--- src/rtl/clk_div_prog.sv ---
// clk_div_prog: multi-channel, runtime-programmable integer clock divider.
// Each channel divides clk_in by its own ratio N (clamped to >= 2), producing
// a registered near-50% duty waveform (high for ceil(N/2) cycles) and a
// one-cycle tick at the start of each period. New ratios are staged in a
// pending register and swapped in only at a period boundary, acknowledged by
// a one-cycle ratio_ack pulse coincident with that boundary's tick.
module clk_div_prog #(
    parameter int NUM_CH      = 2,
    parameter int DIV_W       = 8,
    parameter int DEFAULT_DIV = 2
) (
    input  logic                    clk_in,
    input  logic                    reset_n,
    input  logic [NUM_CH-1:0]       enable,
    input  logic [NUM_CH*DIV_W-1:0] ratio,
    input  logic [NUM_CH-1:0]       load,
    input  logic                    sync_restart,
    output logic [NUM_CH-1:0]       clk_out,
    output logic [NUM_CH-1:0]       tick,
    output logic [NUM_CH-1:0]       ratio_ack
);

    // Ratios below 2 cannot form a high and a low phase, so they saturate to 2.
    function automatic logic [DIV_W-1:0] clamp_ratio(input logic [DIV_W-1:0] r);
        logic [DIV_W-1:0] two;
        two = DIV_W'(2);
        return (r < two) ? two : r;
    endfunction

    // High time of a period of length n: ceil(n/2), one bit wider to hold n+1.
    function automatic logic [DIV_W:0] high_time(input logic [DIV_W-1:0] n);
        logic [DIV_W:0] sum;
        sum = {1'b0, n} + (DIV_W+1)'(1);
        return sum >> 1;
    endfunction

    localparam logic [DIV_W-1:0] DEF_R    = (DEFAULT_DIV < 2) ? DIV_W'(2) : DIV_W'(DEFAULT_DIV);
    localparam logic [DIV_W-1:0] DEF_LAST = DEF_R - DIV_W'(1);

    for (genvar i = 0; i < NUM_CH; i++) begin : g_ch
        logic [DIV_W-1:0] cnt;
        logic [DIV_W-1:0] act;
        logic [DIV_W-1:0] pend;
        logic             pvld;
        logic             co;
        logic             tk;
        logic             ak;

        logic [DIV_W-1:0] new_r;
        logic [DIV_W-1:0] last;
        logic [DIV_W-1:0] cnt_inc;
        logic             at_end;
        logic             boundary;
        logic             co_next;

        assign new_r    = clamp_ratio(ratio[i*DIV_W +: DIV_W]);
        assign last     = act - DIV_W'(1);
        assign cnt_inc  = cnt + DIV_W'(1);
        // >= rather than == keeps the count bounded even if state were ever upset
        assign at_end   = (cnt >= last);
        assign boundary = sync_restart | (enable[i] & at_end);
        assign co_next  = ({1'b0, cnt_inc} < high_time(act));

        // Per-channel count, ratio staging and registered waveform/tick/ack.
        // Reset parks the count at the last phase so the first enabled edge
        // begins a fresh period.
        always_ff @(posedge clk_in or negedge reset_n) begin
            if (!reset_n) begin
                cnt  <= DEF_LAST;
                act  <= DEF_R;
                pend <= DEF_R;
                pvld <= 1'b0;
                co   <= 1'b0;
                tk   <= 1'b0;
                ak   <= 1'b0;
            end else begin
                tk <= 1'b0;
                ak <= 1'b0;
                if (boundary) begin
                    cnt <= '0;
                    co  <= 1'b1;
                    tk  <= 1'b1;
                    if (pvld) begin
                        act  <= pend;
                        pvld <= 1'b0;
                        ak   <= 1'b1;
                    end
                end else if (enable[i]) begin
                    cnt <= cnt_inc;
                    co  <= co_next;
                end
                // A load on a boundary edge stages the value for the next boundary;
                // the swap above already consumed the previous pending value.
                if (load[i]) begin
                    pend <= new_r;
                    pvld <= 1'b1;
                end
            end
        end

        assign clk_out[i]   = co;
        assign tick[i]      = tk;
        assign ratio_ack[i] = ak;
    end

endmodule

--- config.mk ---
export PLATFORM = sky130hd
export DESIGN_NAME = clk_div_prog
export DESIGN_NICKNAME = d
export VERILOG_FILES = /design/src/rtl/clk_div_prog.sv
export SDC_FILE = /design/constraint.sdc
export NUM_CORES = 1
export LEC_CHECK = 0
export BUFFER_PORTS_ARGS = -buffer_cell sky130_fd_sc_hd__clkbuf_2
export CAP_MARGIN = 20
export CORE_MARGIN = 10
export CORE_UTILIZATION = 30
export CTS_CLUSTER_SIZE = 28
export DETAILED_ROUTE_END_ITERATION = 10
export PLACE_DENSITY_LB_ADDON = 0.05
export SYNTH_ARGS = -nofsm -noshare
export SYNTH_HDL_FRONTEND = slang
export SYNTH_SLANG_ARGS = --single-unit
--- constraint.sdc ---
create_clock -name clk_in -period 3.27 [get_ports clk_in]
set_input_delay 0.654 -clock clk_in [delete_from_list [all_inputs] [get_ports clk_in]]
set_output_delay 0.654 -clock clk_in [all_outputs]
set_load 0.01 [all_outputs]
==> metrics.md, run 1 <==
| Metric | Value |
|---|---|
| Status | completed |
| Final std cells w/o fill | ~500 |
| DR pass1 iterations | 4 |
| Gr usage total | 0.103 |
| Leakage | about 1.8 nW |
| Net count, final | about 430 |
| Mapped Area | roughly 3600 um^2 |
| Reg2reg start | g_ch[1].act[1]$_DFFE_PN1P_ |
| Type of the worst setup path | flip-flop to flip-flop |
| Setup bufs post-CTS | 0 |
| Unique cell type count in the Yosys netlist | 47 |
| Top delay family on crit path | compound AO/OA/AOI/OAI gates |
| Cts hold-fix bufs | 0 |
| CTS H-Tree Depth | 2 |
| Pre-CTS setup slack | between 0.3 and 0.4 ns |
| IO Pins | 29 |
| Peak VDD IR | 0.196 mV |
| Setup WS post-layout | between 0.3 and 0.4 ns |
| Worst R2R End | g_ch[1].act[6]$_DFFE_PN0P_ |
| Setup crit end kind | flip-flop |
| Final HPWL DP | approximately 6400 um |
| Layout area overhead | 11.0% |
| CTS buffer count | 5 |
| CP Launch Type | flip-flop |
| CTS Root Cell | clkbuf_16 |
| Clock slew at reported path FFs | ~0.080 ns |
| Syn_area_per_cell | between 10 and 15 um^2 |
| Starting Density | 0.309 |
| Worst skew pair latency | just under 0.3 ns |
| First-pass GRT wire length | roughly 14000 um |
| Die Ht | 129 um |
| Die Wd | about 130 um |
| Required time worst endpoint | 3.45 ns |
| RSZ-0062 raised after global routing | false |
| Max-slew violation count | 0 |
| Final setup vio count | 0 |
| Max_cap viols | 0 |
| Pwr dens | between 500 and 600 nW/um^2 |
| PostCTS Resize Cnt | 0 |
| CP arrival | ~3.1 ns |
| Top cell type's share of synthesized area | 0.352 |
| Synth top area cells | dfrtp_1, ha_1, mux2_2 |
| Yosys Warn Count | 0 |
| CTS tree | done |
| CORE AREA | between 10000 and 15000 um^2 |
| Syn_nets | ~410 |
| Period minus WS final | just under 3 ns |
| Worst Hold Class | input port to async pin |
| Worst path buffer plus inverter count | 1 |
| Layout Skew | 0.00743 ns |
| Iter 0 DRT Violations | approximately 140 |
| Most common flop cell mapped by yosys | dfrtp_1 |
| Total wire length | roughly 8100 um |
| Site Rows | 39 |
| Gp weighted congestion | 0.776 |
| #FFs+latches synth | 56 |
| Initial antenna violation count | 0 |
| Vias/cell | approximately 5 |
| Layout Utilization | 0.343 |
| Post-synth EDFFs | 0 |
| WL/cell | approximately 16 um |
| CP peak stage delay | between 0.5 and 0.6 ns |
| Clk buf depth | 2 |
| Fraction of layout cells with a size suffix above 1 | 0.222 |
| Inserted Diodes | 0 |
| Worst path most repeated cell | ha_1 |
| Placed cells | 505 |
| Post-DRT Antenna Nets | 0 |
| Register-to-Register Setup Slack | approximately 0.32 ns |
| Yosys top cell by area | dfrtp_1 |
| GRT Residual Overflow | 0 |
| Die area | 16600 um^2 |
| Vias after detailed routing | around 2600 |
| Critical Path, Cell by Cell | inv_1, ha_1, nand2_1, nor3_1, xnor2_1, ha_1, nand4_1, a221oi_2, o211a_1, mux2_2 |
| Final hold vios | 0 |
| DRC viols | 0 |
| Clock sink count | 56 |
| Gate Count Post-Synth | 347 |
| CP max FO | 9 |
| Setup total negative slack | 0 ns |
| Slew margin rel. | 0.518 |
| Slew @ Worst Pin | between 0.7 and 0.8 ns |
| DP Area | approximately 3800 um^2 |
| Finished Cell Area | between 3000 and 4000 um^2 |
| Vias in the first global route | roughly 2600 |
| Register area share after synthesis | 0.396 |
| Async SR Flop Fraction | 1.00 |
| Slowest CP cell | dfstp_2 |
| Largest net degree at the start of global routing | 26 |
| Fin crit share | 0.901 |
| Fmax | around 340 MHz |
| Number of port buffers | 28 |
| FF-to-FF path depth | 10 |
synth_stat cells, drive strengths merged (2+ instances only):
| master | number |
|---|---|
| a2111oi | 3 |
| a211oi | 4 |
| a21oi | 6 |
| a31oi | 2 |
| and3 | 11 |
| buf | 11 |
| clkbuf | 6 |
| dfrtp | 50 |
| dfstp | 6 |
| ha | 36 |
| inv | 14 |
| mux2 | 26 |
| mux2i | 2 |
| nand2 | 29 |
| nand2b | 3 |
| nand3 | 23 |
| nand4 | 5 |
| nor2 | 21 |
| nor3 | 6 |
| nor4 | 2 |
| o21ai | 18 |
| o22a | 2 |
| o22ai | 2 |
| o31ai | 5 |
| o41ai | 2 |
| or2 | 3 |
| or4 | 3 |
| xnor2 | 19 |
| xor2 | 17 |
worst reg2reg max path, delay by kind of cell (launching register included):
family | cells | cell delay, ns
buffers and inverters | 1 | 0.07
muxes | 1 | 0.38
and+or+nand+nor | 3 | 0.28
adders and majority gates | 2 | 0.50
DFF | 1 | 0.59
AOI/OAI and AO/OA | 2 | 0.89
xor gates and xnor gates | 1 | 0.14
report_power, final:
group	switching (mW)	internal (mW)
sequential	0.143	0.802
clock	0.260	0.284
combinational	0.380	0.349
total	0.783	1.43
worst max path at each step:
stage	endpoint	from	cells after the start	slack [ns]
2_1_floorplan	g_ch[0].act[2]$_DFFE_PN0P_	g_ch[0].act[2]$_DFFE_PN0P_	11	0.69
6_report	g_ch[1].act[6]$_DFFE_PN0P_	g_ch[1].act[1]$_DFFE_PN1P_	10	0.32
3_3_place_gp	g_ch[1].act[2]$_DFFE_PN0P_	g_ch[1].act[0]$_DFFE_PN0P_	10	0.31
5_1_grt	g_ch[1].act[7]$_DFFE_PN0P_	g_ch[1].act[0]$_DFFE_PN0P_	10	0.01
4_1_cts	g_ch[1].act[7]$_DFFE_PN0P_	g_ch[1].act[1]$_DFFE_PN1P_	10	0.30
3_5_place_dp	g_ch[1].act[6]$_DFFE_PN0P_	g_ch[1].act[1]$_DFFE_PN1P_	10	0.31
final cells by class:
type,instances,area (um^2)
fillers,1185,7570
repair buffers,32,170
clock inverters,2,16.3
flip-flops and latches,56,1410
multi-input cells,260,2000
well taps,143,179
inverters,14,52.6
clock buffers,5,125
through the flow:
stage                     power (mW)  hold slack (ns)
after CTS                       2.26            0.436
final                           2.22            0.413
after global routing            2.41            0.467
after floorplan                 1.51            0.358
after detailed placement        1.70            0.493
after global placement          1.69            0.492
metal layers:
layer  GRT usage  vias to the layer above  wire, um
met1       0.153                     1217      4370
met5           0                        -         0
li1            -                     1280         -
met4      0.0288                        0        74
met3      0.0218                        6       374
met2       0.146                       48      3310
state kept, by name (all words and copies together), names as in the netlist:
signal / cells
g_ch.ak: 2
g_ch.co: 2
g_ch.pvld: 2
g_ch.act: 16
g_ch.cnt: 16
g_ch.tk: 2
g_ch.pend: 16
cell usage in the layout (no fill, tap or decap), drive strengths merged:
master    instances
o41ai             2
a2111oi           3
dfrtp            50
o21a              1
or2               3
o21ai            18
o31a              1
nand2            29
and3             11
clkinvlp          1
dfstp             6
xor2             17
nand4             5
nor4              2
a211oi            4
inv              15
o22a              2
a32o              1
buf               4
mux2             26
o2bb2ai           1
nor2             21
a21oi             6
clkbuf           33
a21o              1
o31ai             5
nor3              6
or4               3
and2              1
a221oi            1
ha               36
nand2b            3
o211a             1
nand3            23
xnor2            19
nand3b            1
a31o              1
o22ai             2
mux2i             2
a31oi             2
kinds of logic (layout without fill, tap and decap cells):
kind of cell | count (synthesis) | in the layout | share of synthesized area
simple gates | 108 | 108 | 0.150
buf+inv | 31 | 53 | 0.0429
fa+ha+maj | 36 | 36 | 0.127
compound gates | 52 | 52 | 0.108
mux | 28 | 28 | 0.0879
xor+xnor | 36 | 36 | 0.0886
flops | 56 | 56 | 0.396
Power figures use the tool's default switching activity.
==> run 2, diff against run 1 <==
CORE_UTILIZATION = 45   (was 30)
RECOVER_POWER = 100   (was not set)
==> metrics.md, run 2 (same netlist as run 1, synthesis figures left out) <==
| Metric | Value |
|---|---|
| Reg2reg start | g_ch[1].act[1]$_DFFE_PN1P_ |
| Worst Hold Class | flip-flop to flip-flop |
| Worst skew pair latency | about 0.3 ns |
| Commonest non-fill, non-tap cell in the layout | dfrtp_1 |
| Fraction of layout cells with a size suffix above 1 | 0.190 |
| Period minus WS final | between 2 and 3 ns |
| CTS buffer count | 5 |
| PostCTS Resize Cnt | 0 |
| CTS Root Cell | clkbuf_8 |
| Most frequent cells in the layout | dfrtp_1, ha_1, nand2_1 |
| Fin crit share | 0.914 |
| Fmax | ~330 MHz |
| Layout Skew | around 0.006 ns |
| Gp weighted congestion | a little under 0.8 |
| Max-slew violation count | 0 |
| Combinational power share | 0.344 |
| Die area | between 10000 and 15000 um^2 |
| CP Launch Type | flip-flop |
| CP Capture Point | g_ch[1].act[5]$_DFFE_PN0P_ |
| Vias/cell | between 5 and 6 |
| P_int | about 1.3 mW |
| Cts hold-fix bufs | 0 |
| CP arrival | about 3.2 ns |
| CTS H-Tree Depth | 2 |
| IO Pins | 29 |
| Setup bufs post-CTS | 0 |
| Max_cap viols | 0 |
| Hold Path Origin | g_ch[1].pend[4]$_DFFE_PN0P_ |
| Initial antenna violation count | 0 |
| Vias after detailed routing | roughly 2500 |
| Total power | between 2 and 2.5 mW |
| Total wire length | ~7000 um |
| Psw | between 0.7 and 0.8 mW |
| Sequential Power Share | 0.468 |
| Post-DRT Antenna Nets | 0 |
| CTS tree | done |
| Setup total negative slack | 0 ns |
| Iter 0 DRT Violations | 99 |
| Slew @ Worst Pin | between 1 and 1.5 ns |
| Net count, final | between 400 and 500 |
| FF-to-FF path depth | 10 |
| Register-to-Register Setup Slack | between 0.2 and 0.3 ns |
| Worst R2R End | g_ch[1].act[5]$_DFFE_PN0P_ |
| Number of port buffers | 28 |
| First-pass GRT wire length | about 12000 um |
| Metal2 WL | approximately 2800 um |
| Vias in the first global route | roughly 2400 |
| Setup crit end kind | flip-flop |
| Final HPWL DP | roughly 5500 um |
| Pwr dens | ~530 nW/um^2 |
| Layout area overhead | 7.14% |
| Largest net degree at the start of global routing | 57 |
| Top Registers | g_ch.act: 16 flops, g_ch.cnt: 16 flops, g_ch.pend: 16 flops |
| Final hold vios | 0 |
| Clk buf depth | 2 |
| Max layer used | met4 |
| Switch share | 0.361 |
| Clock sink count | 56 |
| Worst hold stages | 1 |
| DR pass1 iterations | 4 |
| CP startpoint | g_ch[1].act[1]$_DFFE_PN1P_ |
| CP max FO | 9 |
| Inserted Diodes | 0 |
| GRT Residual Overflow | 0 |
| RSZ-0062 raised after global routing | false |
| Final setup vio count | 0 |
| Layout Utilization | 0.493 |
| Gr usage total | 0.124 |
| Status | completed |
| Starting Density | 0.460 |
| Peak VDD IR | 0.261 mV |
| DRT met1 WL | 3790 um |
| Clock power frac | 0.188 |
| Site Rows | 32 |
| Clock slew at reported path FFs | 0.10 ns |
| Required time worst endpoint | 3.47 ns |
| Leakage | roughly 1.7 nW |
| DR WL met3 | between 300 and 400 um |
| Die Ht | roughly 110 um |
| Slew margin rel. | 0.0998 |
| DRC viols | 0 |
| WL/cell | ~15 um |
| Type of the worst setup path | flip-flop to flip-flop |
| Die Wd | approximately 110 um |
| CORE AREA | slightly below 8000 um^2 |
run 2: changes by cell type in the layout (fill, tap and decap cells not counted):
cell       before  now
clkbuf_8        0    5
clkbuf_2       28   20
clkbuf_1        0   11
clkinv_4        0    1
buf_4           4    0
inv_6           1    0
clkbuf_16       5    0
run 2: layout make-up:
type | count | area [um^2]
Clock inverter | 2 | 16.3
Timing Repair Buffer | 30 | 138
Tap cell | 102 | 128
Multi-Input combinational cell | 260 | 2000
Inverter | 14 | 52.6
Clock buffer | 6 | 72.6
Fill cell | 738 | 3920
Sequential cell | 56 | 1410
run 2: metrics by stage:
stage	hold WS, ns	cells	cell area (um^2)	setup slack, ns
3_3_place_gp	0.489	462	3740	0.308
5_1_grt	0.539	470	3810	0.0771
3_5_place_dp	0.494	462	3740	0.287
6_report	0.513	470	3810	0.281
2_1_floorplan	0.358	347	3560	0.690
4_1_cts	0.511	470	3830	0.276
run 2: metal layers:
layer | up-vias | track usage
met1 | 1172 | 0.194
li1 | 1272 | -
met3 | 2 | 0.0319
met5 | - | 0
met2 | 47 | 0.165
met4 | 0 | 0.0226
run 2: worst min path at each step:
stage / to / slack (ns)
floorplan: g_ch[0].act[0]$_DFFE_PN0P_ / 0.36
global placement: g_ch[1].pend[4]$_DFFE_PN0P_ / 0.49
detailed placement: g_ch[1].pend[2]$_DFFE_PN0P_ / 0.49
CTS: g_ch[0].act[3]$_DFFE_PN0P_ / 0.51
global route: g_ch[0].pend[0]$_DFFE_PN0P_ / 0.54
finish: g_ch[1].pend[4]$_DFFE_PN0P_ / 0.51
run 2: worst max-delay path: stages, from the launching register on:
cell and delay (ns):
dfstp_2 0.61, inv_1 0.07, ha_1 0.21, nand2_1 0.10, nor3_1 0.06, xnor2_1 0.14
ha_1 0.29, nand4_1 0.12, a221oi_2 0.43, o211a_1 0.48, mux2_2 0.38
run 2: power by group through the flow:
stage	combinational, mW	clock (mW)	sequential (mW)
2_1_floorplan	0.619	0	0.888
3_3_place_gp	0.692	0	0.962
3_5_place_dp	0.706	0	0.964
4_1_cts	0.711	0.393	0.950
5_1_grt	0.803	0.424	0.975
6_report	0.697	0.381	0.949
==> run 3, diff against run 2 <==
clock period = 2.6 ns   (was 3.27 ns; I/O delays follow)
==> metrics.md, run 3 (same netlist as run 1, synthesis figures left out) <==
| Metric | Value |
|---|---|
| CTS H-Tree Depth | 2 |
| Clk buf depth | 2 |
| Die area | 11900 um^2 |
| Peak VDD IR | roughly 0.26 mV |
| Worst Hold Class | input port to flip-flop |
| CP max FO | 4 |
| CTS Root Cell | clkbuf_8 |
| Worst skew pair latency | 0.31 ns |
| Die Wd | 109 um |
| Gp weighted congestion | 0.817 |
| CP peak stage delay | between 0.4 and 0.5 ns |
| Final hold vios | 0 |
| Layout Utilization | 0.531 |
| Max-slew violation count | 0 |
| Type of the worst setup path | flip-flop to flip-flop |
| Setup WS post-layout | 0.0310 ns |
| Fill cells | between 700 and 800 |
| Clock sink count | between 50 and 60 |
| Number of port buffers | 28 |
| Slowest CP cell | or4_1 |
| Total wire length | roughly 7600 um |
| Fin crit share | 0.988 |
| Largest net degree at the start of global routing | 35 |
| Starting Density | 0.460 |
| Pre-CTS setup slack | -0.00585 ns |
| WL/cell | 15.3 um |
| Slew @ Worst Pin | 1.11 ns |
| Clock slew at reported path FFs | 0.10 ns |
| Vias/cell | about 5.3 |
| Fraction of layout cells with a size suffix above 1 | 0.265 |
| Placed cells | ~480 |
| CTS buffer count | 5 |
| Iter 0 DRT Violations | 60 |
| First-pass GRT wire length | between 10000 and 15000 um |
| Reg2reg start | g_ch[0].act[2]$_DFFE_PN0P_ |
| Layout area overhead | 15.2% |
| Status | completed |
| Slew margin rel. | 0.259 |
| CP startpoint | g_ch[0].act[2]$_DFFE_PN0P_ |
| CORE AREA | slightly below 8000 um^2 |
| Die Ht | approximately 110 um |
| CP arrival | between 2 and 3 ns |
| IO Pins | 29 |
| Register-to-Register Setup Slack | 0.03 ns |
| RSZ-0062 raised after global routing | true |
| Gr usage total | 0.127 |
| Net count, final | between 400 and 500 |
| Worst R2R End | g_ch[0].cnt[5]$_DFFE_PN0P_ |
| Most frequent cells in the layout | dfrtp_1, ha_1, nand2_1 |
| Required time worst endpoint | ~2.8 ns |
| Final std cells w/o fill | around 490 |
| Setup crit end kind | flip-flop |
| Fmax | ~390 MHz |
| CTS tree | done |
| FF-to-FF path depth | 10 |
| Period minus WS final | 2.57 ns |
| Top Registers | g_ch.act: 16 flops, g_ch.cnt: 16 flops, g_ch.pend: 16 flops |
| Site Rows | 32 |
| Final HPWL DP | between 5000 and 6000 um |
| Total power | around 2.8 mW |
| Commonest non-fill, non-tap cell in the layout | dfrtp_1 |
| Vias after detailed routing | around 2600 |
| Pwr dens | ~700 nW/um^2 |
| DRC viols | 0 |
| Post-DRT Antenna Nets | 0 |
| DR pass1 iterations | 4 |
| Layout Skew | between 0.015 and 0.02 ns |
| Initial antenna violation count | 0 |
| CP Capture Point | g_ch[0].cnt[5]$_DFFE_PN0P_ |
| Final setup vio count | 0 |
| GRT Residual Overflow | 0 |
| Leakage | ~1.8 nW |
| Vias in the first global route | approximately 2500 |
| Max_cap viols | 0 |
| Inserted Diodes | 0 |
| CP Launch Type | flip-flop |
| Critical Path, Cell by Cell | nor2_1, nand3_2, nor4_2, xnor2_1, ha_1, a211oi_2, and3_4, o31ai_4, or4_1, o21ai_0 |
==> run 3: cell types whose count changed in the layout (fill, tap and decap cells not counted), sizes merged <==
cell,delta
bufinv,+1
buf,+22
dlygate4sd3,+1
nand3,+1
clkinvlp,-1
==> run 3: layout make-up <==
| class | instances | area (um^2) | share of cell area |
|---|---|---|---|
| Multi-Input combinational cell | 261 | 2080 | 0.506 |
| Clock inverter | 2 | 35.0 | 0.00854 |
| Inverter | 14 | 52.6 | 0.0128 |
| Clock buffer | 6 | 72.6 | 0.0177 |
| Tap cell | 102 | 128 | 0.0311 |
| Timing Repair Buffer | 53 | 328 | 0.0800 |
| Sequential cell | 56 | 1410 | 0.344 |
==> run 3: worst min-delay path by stage <==
stage                  start                     endpoint  cells past startpoint
global route        ratio[0]  g_ch[0].pend[0]$_DFFE_PN0P_                      3
floorplan            reset_n   g_ch[0].act[0]$_DFFE_PN0P_                      0
finish              ratio[0]  g_ch[0].pend[0]$_DFFE_PN0P_                      3
CTS                 ratio[0]  g_ch[0].pend[0]$_DFFE_PN0P_                      3
global placement     reset_n   g_ch[0].cnt[3]$_DFFE_PN0P_                      1
detailed placement   reset_n   g_ch[0].cnt[1]$_DFFE_PN0P_                      1
==> run 3: report_power, final <==
group / total, mW / internal, mW / switching [mW]
clock: 0.581 / 0.287 / 0.294
combinational: 1.10 / 0.537 / 0.567
sequential: 1.14 / 1.00 / 0.131
total: 2.82 / 1.83 / 0.992
==> run 3: metal layers <==
metal / part of all wire / track usage / vias up
met3: 0.039 / 0.0254 / 4
met5: 0 / 0 / -
li1: - / - / 1323
met2: 0.42 / 0.176 / 45
met1: 0.54 / 0.195 / 1226
met4: 0.0050 / 0.0282 / 0
==> run 3: stage by stage <==
stage / instance area, um^2 / hold slack (ns) / setup TNS [ns]
floorplan: 3560 / 0.224 / 0
global route: 4100 / 0.405 / -1.29
finish: 4100 / 0.411 / 0
global placement: 3880 / 0.327 / 0
CTS: 4010 / 0.402 / 0
detailed placement: 3880 / 0.329 / -0.0277
==> run 3: what timing repair did <==
action,CTS,global route
gates cloned,0,1
buffers inserted,1,4
gates resized for setup,1,18
endpoints found under the hold margin,2,0
hold buffers,1,0
endpoints found under the setup margin,12,25
pin swaps,0,13
==> run 3: worst max-delay path, delay by kind of cell, from the launching register on <==
family	cells	cell delay (ns)
XOR/XNOR	1	0.11
adder cells (fa/ha/maj)	1	0.35
AND/OR/NAND/NOR	5	1.20
AO/OA/AOI/OAI	3	0.44
flip-flops	1	0.39
